`src/rtl/ddr3_rw_arbiter.sv`:
```
// -----------------------------------------------------------------------------
// ddr3_rw_arbiter
//   Moves burst transfers between a frame write/read FIFO pair and the DDR3 MIG
//   user interface. Write bursts (write FIFO -> DDR3) and read bursts
//   (DDR3 -> read FIFO) share the command port round-robin. The FIFO fill
//   levels decide which sides are eligible. Each side has its own frame
//   address pointer. A wr_load / rd_load event restarts that pointer, but only
//   between bursts.
//
// Ports
//   clk_100, rst_n           MIG ui_clk and asynchronous active-low reset
//   init_calib_complete      MIG calibration done; dropping it aborts to INIT
//   fifo_init_ok             both FIFOs ready after their reset
//   wr_load, rd_load         asynchronous frame-restart levels
//   rd_enable                display active; reads only while high
//   wfifo_rcount             write-FIFO words available to pop
//   rfifo_wcount             read-FIFO fill level
//   wfifo_rden               pop the write FIFO on an accepted write beat
//   rfifo_wren               push to the read FIFO (read valid, one cycle late)
//   app_addr/app_cmd/app_en  MIG command; app_rdy is the MIG acceptance
//   app_wdf_wren/app_wdf_end MIG write data strobes; app_wdf_rdy accepts
//   app_rd_data_valid        MIG read data returned
//   busy                     a burst or read drain is in progress
// -----------------------------------------------------------------------------
module ddr3_rw_arbiter #(
  parameter int unsigned BURST_LEN    = 64,
  parameter int unsigned FRAME_WORDS  = 480000,
  parameter int unsigned WR_BASE      = 0,
  parameter int unsigned RD_BASE      = 0,
  parameter int unsigned RFIFO_THRESH = 1024
) (
  input  logic        clk_100,
  input  logic        rst_n,
  input  logic        init_calib_complete,
  input  logic        fifo_init_ok,
  input  logic        wr_load,
  input  logic        rd_load,
  input  logic        rd_enable,
  input  logic [10:0] wfifo_rcount,
  input  logic [10:0] rfifo_wcount,
  output logic        wfifo_rden,
  output logic        rfifo_wren,
  output logic [27:0] app_addr,
  output logic [2:0]  app_cmd,
  output logic        app_en,
  input  logic        app_rdy,
  output logic        app_wdf_wren,
  output logic        app_wdf_end,
  input  logic        app_wdf_rdy,
  input  logic        app_rd_data_valid,
  output logic        busy
);

  typedef enum logic [2:0] {S_INIT, S_ARB, S_WRITE, S_READ, S_RD_DRAIN} state_e;
  typedef enum logic {GRANT_WR, GRANT_RD} grant_e;

  state_e      state_q, state_d;
  grant_e      last_grant_q, last_grant_d;
  logic [27:0] wr_ptr_q, wr_ptr_d, rd_ptr_q, rd_ptr_d;
  logic [10:0] cmd_cnt_q, cmd_cnt_d;
  logic [10:0] outstanding_q, outstanding_d;
  logic [1:0]  wr_load_sync_q, wr_load_sync_d, rd_load_sync_q, rd_load_sync_d;
  logic        wr_load_prev_q, wr_load_prev_d, rd_load_prev_q, rd_load_prev_d;
  logic        wr_pend_q, wr_pend_d, rd_pend_q, rd_pend_d;
  logic        rfifo_wren_q, rfifo_wren_d;

  logic wr_req, rd_req, last_cmd, rd_issue, wr_edge, rd_edge;

  // Advance by one BL8 command (8 x16 words); wrap to base at the frame end,
  // which may happen in the middle of a burst.
  function automatic logic [27:0] next_ptr(input logic [27:0] ptr,
                                           input int unsigned base);
    logic [31:0] sum;
    sum = 32'(ptr) + 32'd8;
    if (sum >= base + FRAME_WORDS) return 28'(base);
    return sum[27:0];
  endfunction

  assign wr_req   = 32'(wfifo_rcount) >= BURST_LEN;
  assign rd_req   = rd_enable && (32'(rfifo_wcount) <= RFIFO_THRESH);
  assign last_cmd = cmd_cnt_q == 11'(BURST_LEN - 1);
  assign wr_edge  = wr_load_sync_q[1] & ~wr_load_prev_q;
  assign rd_edge  = rd_load_sync_q[1] & ~rd_load_prev_q;

  always_comb begin
    // NOTE: every signal gets a default before the case so that no path
    // leaves it unassigned and no latch is inferred.
    state_d        = state_q;
    last_grant_d   = last_grant_q;
    wr_ptr_d       = wr_ptr_q;
    rd_ptr_d       = rd_ptr_q;
    cmd_cnt_d      = cmd_cnt_q;
    wr_load_sync_d = {wr_load_sync_q[0], wr_load};
    rd_load_sync_d = {rd_load_sync_q[0], rd_load};
    wr_load_prev_d = wr_load_sync_q[1];
    rd_load_prev_d = rd_load_sync_q[1];
    wr_pend_d      = wr_pend_q | wr_edge;
    rd_pend_d      = rd_pend_q | rd_edge;
    rfifo_wren_d   = app_rd_data_valid;
    rd_issue       = 1'b0;
    app_en         = 1'b0;
    app_cmd        = 3'b001;
    app_addr       = '0;
    app_wdf_wren   = 1'b0;
    app_wdf_end    = 1'b0;
    wfifo_rden     = 1'b0;

    unique case (state_q)
      S_INIT: if (init_calib_complete && fifo_init_ok) state_d = S_ARB;
      S_ARB: begin
        cmd_cnt_d = '0;
        // Restarts land only here, so a burst always stays contiguous. An edge
        // arriving in this same cycle stays pending for the next ARB visit.
        if (wr_pend_q) begin
          wr_ptr_d  = 28'(WR_BASE);
          wr_pend_d = wr_edge;
        end
        if (rd_pend_q) begin
          rd_ptr_d  = 28'(RD_BASE);
          rd_pend_d = rd_edge;
        end
        if (wr_req && (!rd_req || last_grant_q == GRANT_RD)) begin
          state_d      = S_WRITE;
          last_grant_d = GRANT_WR;
        end else if (rd_req) begin
          state_d      = S_READ;
          last_grant_d = GRANT_RD;
        end
      end
      S_WRITE: begin
        app_en       = 1'b1;
        app_cmd      = 3'b000;
        app_wdf_wren = 1'b1;
        app_wdf_end  = 1'b1;
        app_addr     = wr_ptr_q;
        // Command and data are presented together, so a beat moves only when
        // both the command and the data ports take it.
        if (app_rdy && app_wdf_rdy) begin
          wfifo_rden = 1'b1;
          wr_ptr_d   = next_ptr(wr_ptr_q, WR_BASE);
          cmd_cnt_d  = cmd_cnt_q + 11'd1;
          if (last_cmd) state_d = S_ARB;
        end
      end
      S_READ: begin
        app_en   = 1'b1;
        app_addr = rd_ptr_q;
        if (app_rdy) begin
          rd_issue  = 1'b1;
          rd_ptr_d  = next_ptr(rd_ptr_q, RD_BASE);
          cmd_cnt_d = cmd_cnt_q + 11'd1;
          if (last_cmd) state_d = S_RD_DRAIN;
        end
      end
      S_RD_DRAIN: if (outstanding_q == '0) state_d = S_ARB;
      default: state_d = S_INIT;
    endcase

    unique case ({rd_issue, app_rd_data_valid})
      2'b10:   outstanding_d = outstanding_q + 11'd1;
      2'b01:   outstanding_d = outstanding_q - 11'd1;
      default: outstanding_d = outstanding_q;
    endcase

    // Calibration loss overrides everything; pointers and outstanding survive.
    if (!init_calib_complete) state_d = S_INIT;
  end

  always_ff @(posedge clk_100 or negedge rst_n) begin
    if (!rst_n) begin
      state_q        <= S_INIT;
      last_grant_q   <= GRANT_RD;
      wr_ptr_q       <= 28'(WR_BASE);
      rd_ptr_q       <= 28'(RD_BASE);
      cmd_cnt_q      <= '0;
      outstanding_q  <= '0;
      wr_load_sync_q <= '0;
      rd_load_sync_q <= '0;
      wr_load_prev_q <= 1'b0;
      rd_load_prev_q <= 1'b0;
      wr_pend_q      <= 1'b0;
      rd_pend_q      <= 1'b0;
      rfifo_wren_q   <= 1'b0;
    end else begin
      // NOTE: non-blocking assignments make every flop sample the pre-edge
      // value of every other flop, independent of statement order.
      state_q        <= state_d;
      last_grant_q   <= last_grant_d;
      wr_ptr_q       <= wr_ptr_d;
      rd_ptr_q       <= rd_ptr_d;
      cmd_cnt_q      <= cmd_cnt_d;
      outstanding_q  <= outstanding_d;
      wr_load_sync_q <= wr_load_sync_d;
      rd_load_sync_q <= rd_load_sync_d;
      wr_load_prev_q <= wr_load_prev_d;
      rd_load_prev_q <= rd_load_prev_d;
      wr_pend_q      <= wr_pend_d;
      rd_pend_q      <= rd_pend_d;
      rfifo_wren_q   <= rfifo_wren_d;
    end
  end

  assign rfifo_wren = rfifo_wren_q;
  assign busy       = (state_q == S_WRITE) || (state_q == S_READ) ||
                      (state_q == S_RD_DRAIN);

endmodule

```
`config.mk`:
```
export PLATFORM = sky130hd
export DESIGN_NAME = ddr3_rw_arbiter
export DESIGN_NICKNAME = d
export VERILOG_FILES = /design/src/rtl/ddr3_rw_arbiter.sv
export SDC_FILE = /design/constraint.sdc
export NUM_CORES = 1
export LEC_CHECK = 0
export ABC_AREA = 1
export CAP_MARGIN = 20
export CORE_MARGIN = 3
export CORE_UTILIZATION = 45
export CTS_BUF_LIST = sky130_fd_sc_hd__clkbuf_4
export CTS_CLUSTER_DIAMETER = 30
export DETAILED_ROUTE_END_ITERATION = 10
export GPL_TIMING_DRIVEN = 0
export HOLD_SLACK_MARGIN = 0.06
export PLACE_DENSITY_LB_ADDON = 0.25
export SYNTH_ARGS = -nofsm -noshare
export SYNTH_HDL_FRONTEND = slang
export SYNTH_SLANG_ARGS = --single-unit
```
`constraint.sdc`:
```
create_clock -name clk_100 -period 9 [get_ports clk_100]
set_clock_uncertainty 0.1 [all_clocks]
set_input_delay 2.25 -clock clk_100 [delete_from_list [all_inputs] [get_ports clk_100]]
set_output_delay 2.25 -clock clk_100 [all_outputs]
set_load 0.01 [all_outputs]
```
==> run summary <==
Status: finished clean
H-tree Lvls: 3
PnR Total Power: 0.00112 W
Max-Cap Viols: 0
Commonest non-fill, non-tap cell in the layout: nand2_1
Die footprint: 15100 um2
Most frequent cells in the layout: nand2_1, nor2_1, inv_1
CTS tree: built
Final HPWL DP: 12.8 mm
Worst setup SP type: primary input
Final #Nets: 1016
Final instance area: 7080 um2
First-pass GRT wire length: 26.6 mm
Core area: 13300 um2
Worst-path clk slew: 160 ps
Sequential share of power: 0.427
CP max-delay cell: clkdlybuf4s50_1
Clock power frac: 0.191
Tcrit/Tclk final: 0.684
Worst Min Path Start: rd_load_sync_q[0]$_DFF_PN0_
Post-synthesis cell count: 897
Number of global-route vias before repair: 5363
Resized Gates After CTS: 0
Die Y-Extent: 123 um
Final hold violations: 0
Combinational power share: 0.381
Root Buffer Master: clkbuf_4
Fin. max-slew vios: 0
Cell Int Power: 0.000644 W
GR Overflow Total: 0
VDD IR max: 98.8 uV
Dominant register cell in the synthesized netlist: dfrtp_1
Clock Tree Buf Depth: 2
Syn. warnings: 0
Layout cell share with drive strength beyond 1: 0.0759
Final setup fails: 0
Number of library cell types mapped by synthesis: 50
DRT Pass-1 Iters: 5
Post-synthesis sequential area ratio: 0.347
CP dominant cell by count: clkdlybuf4s50_1
Critical path class: in2out
Buffers on Ports: 57
Cell accounting for the most synthesized area: dfrtp_1
Via density: 5.13
DR vias: 5909
Tmin final: 6160 ps
Leakage: 3.15 nW
GRT Overall Usage: 0.224
RSZ-0062 raised after global routing: no
Num rows: 42
Fin util: 0.533
# clock sinks: 85
Max stage delay on crit path: 620 ps
Crit end category: output pin
Antenna diode count: 0
Gp weighted congestion: 0.943
CP Launch Point: app_rdy
Chip Width: 123 um
Routed wire length: 16.4 mm
Clk_lat worst skew: 480 ps
Setup TNS: 0 ps
Slew headroom: 0.472
CTS Buf Count: 9
Antenna viol nets, final: 0
Syn_area_per_cell: 6.84 um2
Reg2reg start: state_q[2]$_DFFE_PN0P_
Synth top area share: 0.343
Starting density of the core: 0.461
Fmax: 162 MHz
Sw power: 0.000476 W
Cell area after synthesis: 6130 um2
Hold WC Path Type: reg2reg
WL per Instance: 14.2 um
Synth Register Bits: 85
Critical path data required time: 6650 ps
Cts hold-fix bufs: 0
CP arrival: 3810 ps
CP Max Fanout: 3
DR iter-0 viols: 439
DR DRC count: 0
Worst-Margin Slew: 789 ps
Initial antenna violation count: 0
Postcts setup bufs: 0
Ys async rst share: 1.00
Post-synth EDFFs: 0
Switching share of total power: 0.425
Pwr dens: 158 nW/um2
Area grow syn2layout: 15.5%
I/O pin count: 69
Area after DPL: 6960 um2
Ranking of synthesized cells by area: dfrtp_1, nand2_1, nor2_1, inv_1, nand3_1
Crit-path cells: clkdlybuf4s50_1, nand2_1, nor2_1, clkdlybuf4s50_1
Largest net degree at the start of global routing: 70
==> final timing paths <==
path | end | slack (ps) | depth (start not counted)
worst max-delay path | wfifo_rden | 2840 | 4
worst min-delay path | rd_load_sync_q[1]$_DFF_PN0_ | 260 | 0
worst max register to register | outstanding_q[8]$_DFFE_PN0P_ | 4880 | 16
worst min register to register | rd_load_sync_q[1]$_DFF_PN0_ | 260 | 0
max in group asynchronous | last_grant_q$_DFFE_PN1P_ | 6640 | 2
min in group asynchronous | cmd_cnt_q[0]$_DFFE_PN0P_ | 1500 | 1
==> power by group through the flow <==
stage          combinational [W]  clock, W  sequential, W
2_1_floorplan           0.000302         0       0.000470
3_3_place_gp            0.000415         0       0.000483
3_5_place_dp            0.000425         0       0.000485
4_1_cts                 0.000427  0.000223       0.000477
5_1_grt                 0.000481  0.000235       0.000485
6_report                0.000427  0.000214       0.000478
==> cell families (layout without fill, tap and decap cells) <==
kind of cell / Yosys count / after routing / share of synthesized area
buffers and inverters: 122 / 196 / 0.0837
flip-flops: 85 / 85 / 0.347
AO/OA/AOI/OAI: 83 / 83 / 0.0808
XOR/XNOR: 32 / 32 / 0.0469
adder cells (fa/ha/maj): 14 / 14 / 0.0298
AND/OR/NAND/NOR: 560 / 560 / 0.411
other: 1 / 5 / 0.000612
==> Yosys cell counts, types with 2 or more instances <==
library cell / n
nand2_2: 9
nor3_1: 15
nor2_2: 11
nand3b_1: 3
a32o_1: 3
a21oi_1: 24
nor3b_1: 4
o22ai_1: 18
inv_2: 2
nor2_1: 125
xor2_1: 28
and2_1: 3
buf_4: 8
nor4_1: 3
nand3_2: 10
clkbuf_1: 10
nand2_1: 278
xnor2_1: 3
dfrtp_1: 84
nand4_1: 25
nor2_8: 3
inv_1: 98
nor2_4: 3
nand3_1: 62
ha_1: 13
o21bai_1: 4
o21ai_0: 25
==> routing by layer <==
metal  part of all wire  global-route usage  up-vias
met3              0.044              0.0341       22
met1               0.47               0.311     2721
met4              0.015              0.0728        0
li1                   -                   -     3038
met2               0.47               0.359      128
met5                  0                   0        -
==> registers in the layout, indices dropped and copies added, names as in the netlist <==
name	cells
rd_ptr_q	25
wr_ptr_q	25
cmd_cnt_q	11
outstanding_q	11
state_q	3
rd_load_sync_q	2
wr_load_sync_q	2
last_grant_q	1
rd_load_prev_q	1
rd_pend_q	1
rfifo_wren	1
wr_load_prev_q	1
wr_pend_q	1
==> metrics by stage <==
step	worst slack, ps	hold WS [ps]	instances
after floorplan	4080	231	901
after global placement	2360	234	1134
after detailed placement	2880	238	1135
after CTS	2870	265	1151
after global routing	2770	272	1151
final	2840	262	1151
==> critical path: cells and delay by family <==
kind | cells | cell delay [ps]
and+or+nand+nor | 2 | 460
buffers and inverters | 2 | 1090
==> final cells by class <==
class	count	area, um2
Multi-Input combinational cell	694	3510
Sequential cell	85	2130
Tap cell	176	220
Clock buffer	10	75.1
Fill cell	1373	6210
Timing Repair Buffer	58	596
Inverter	101	379
Buffer	21	134
Clock inverter	6	46.3
Note: power is estimated with default switching activity, not from simulation.
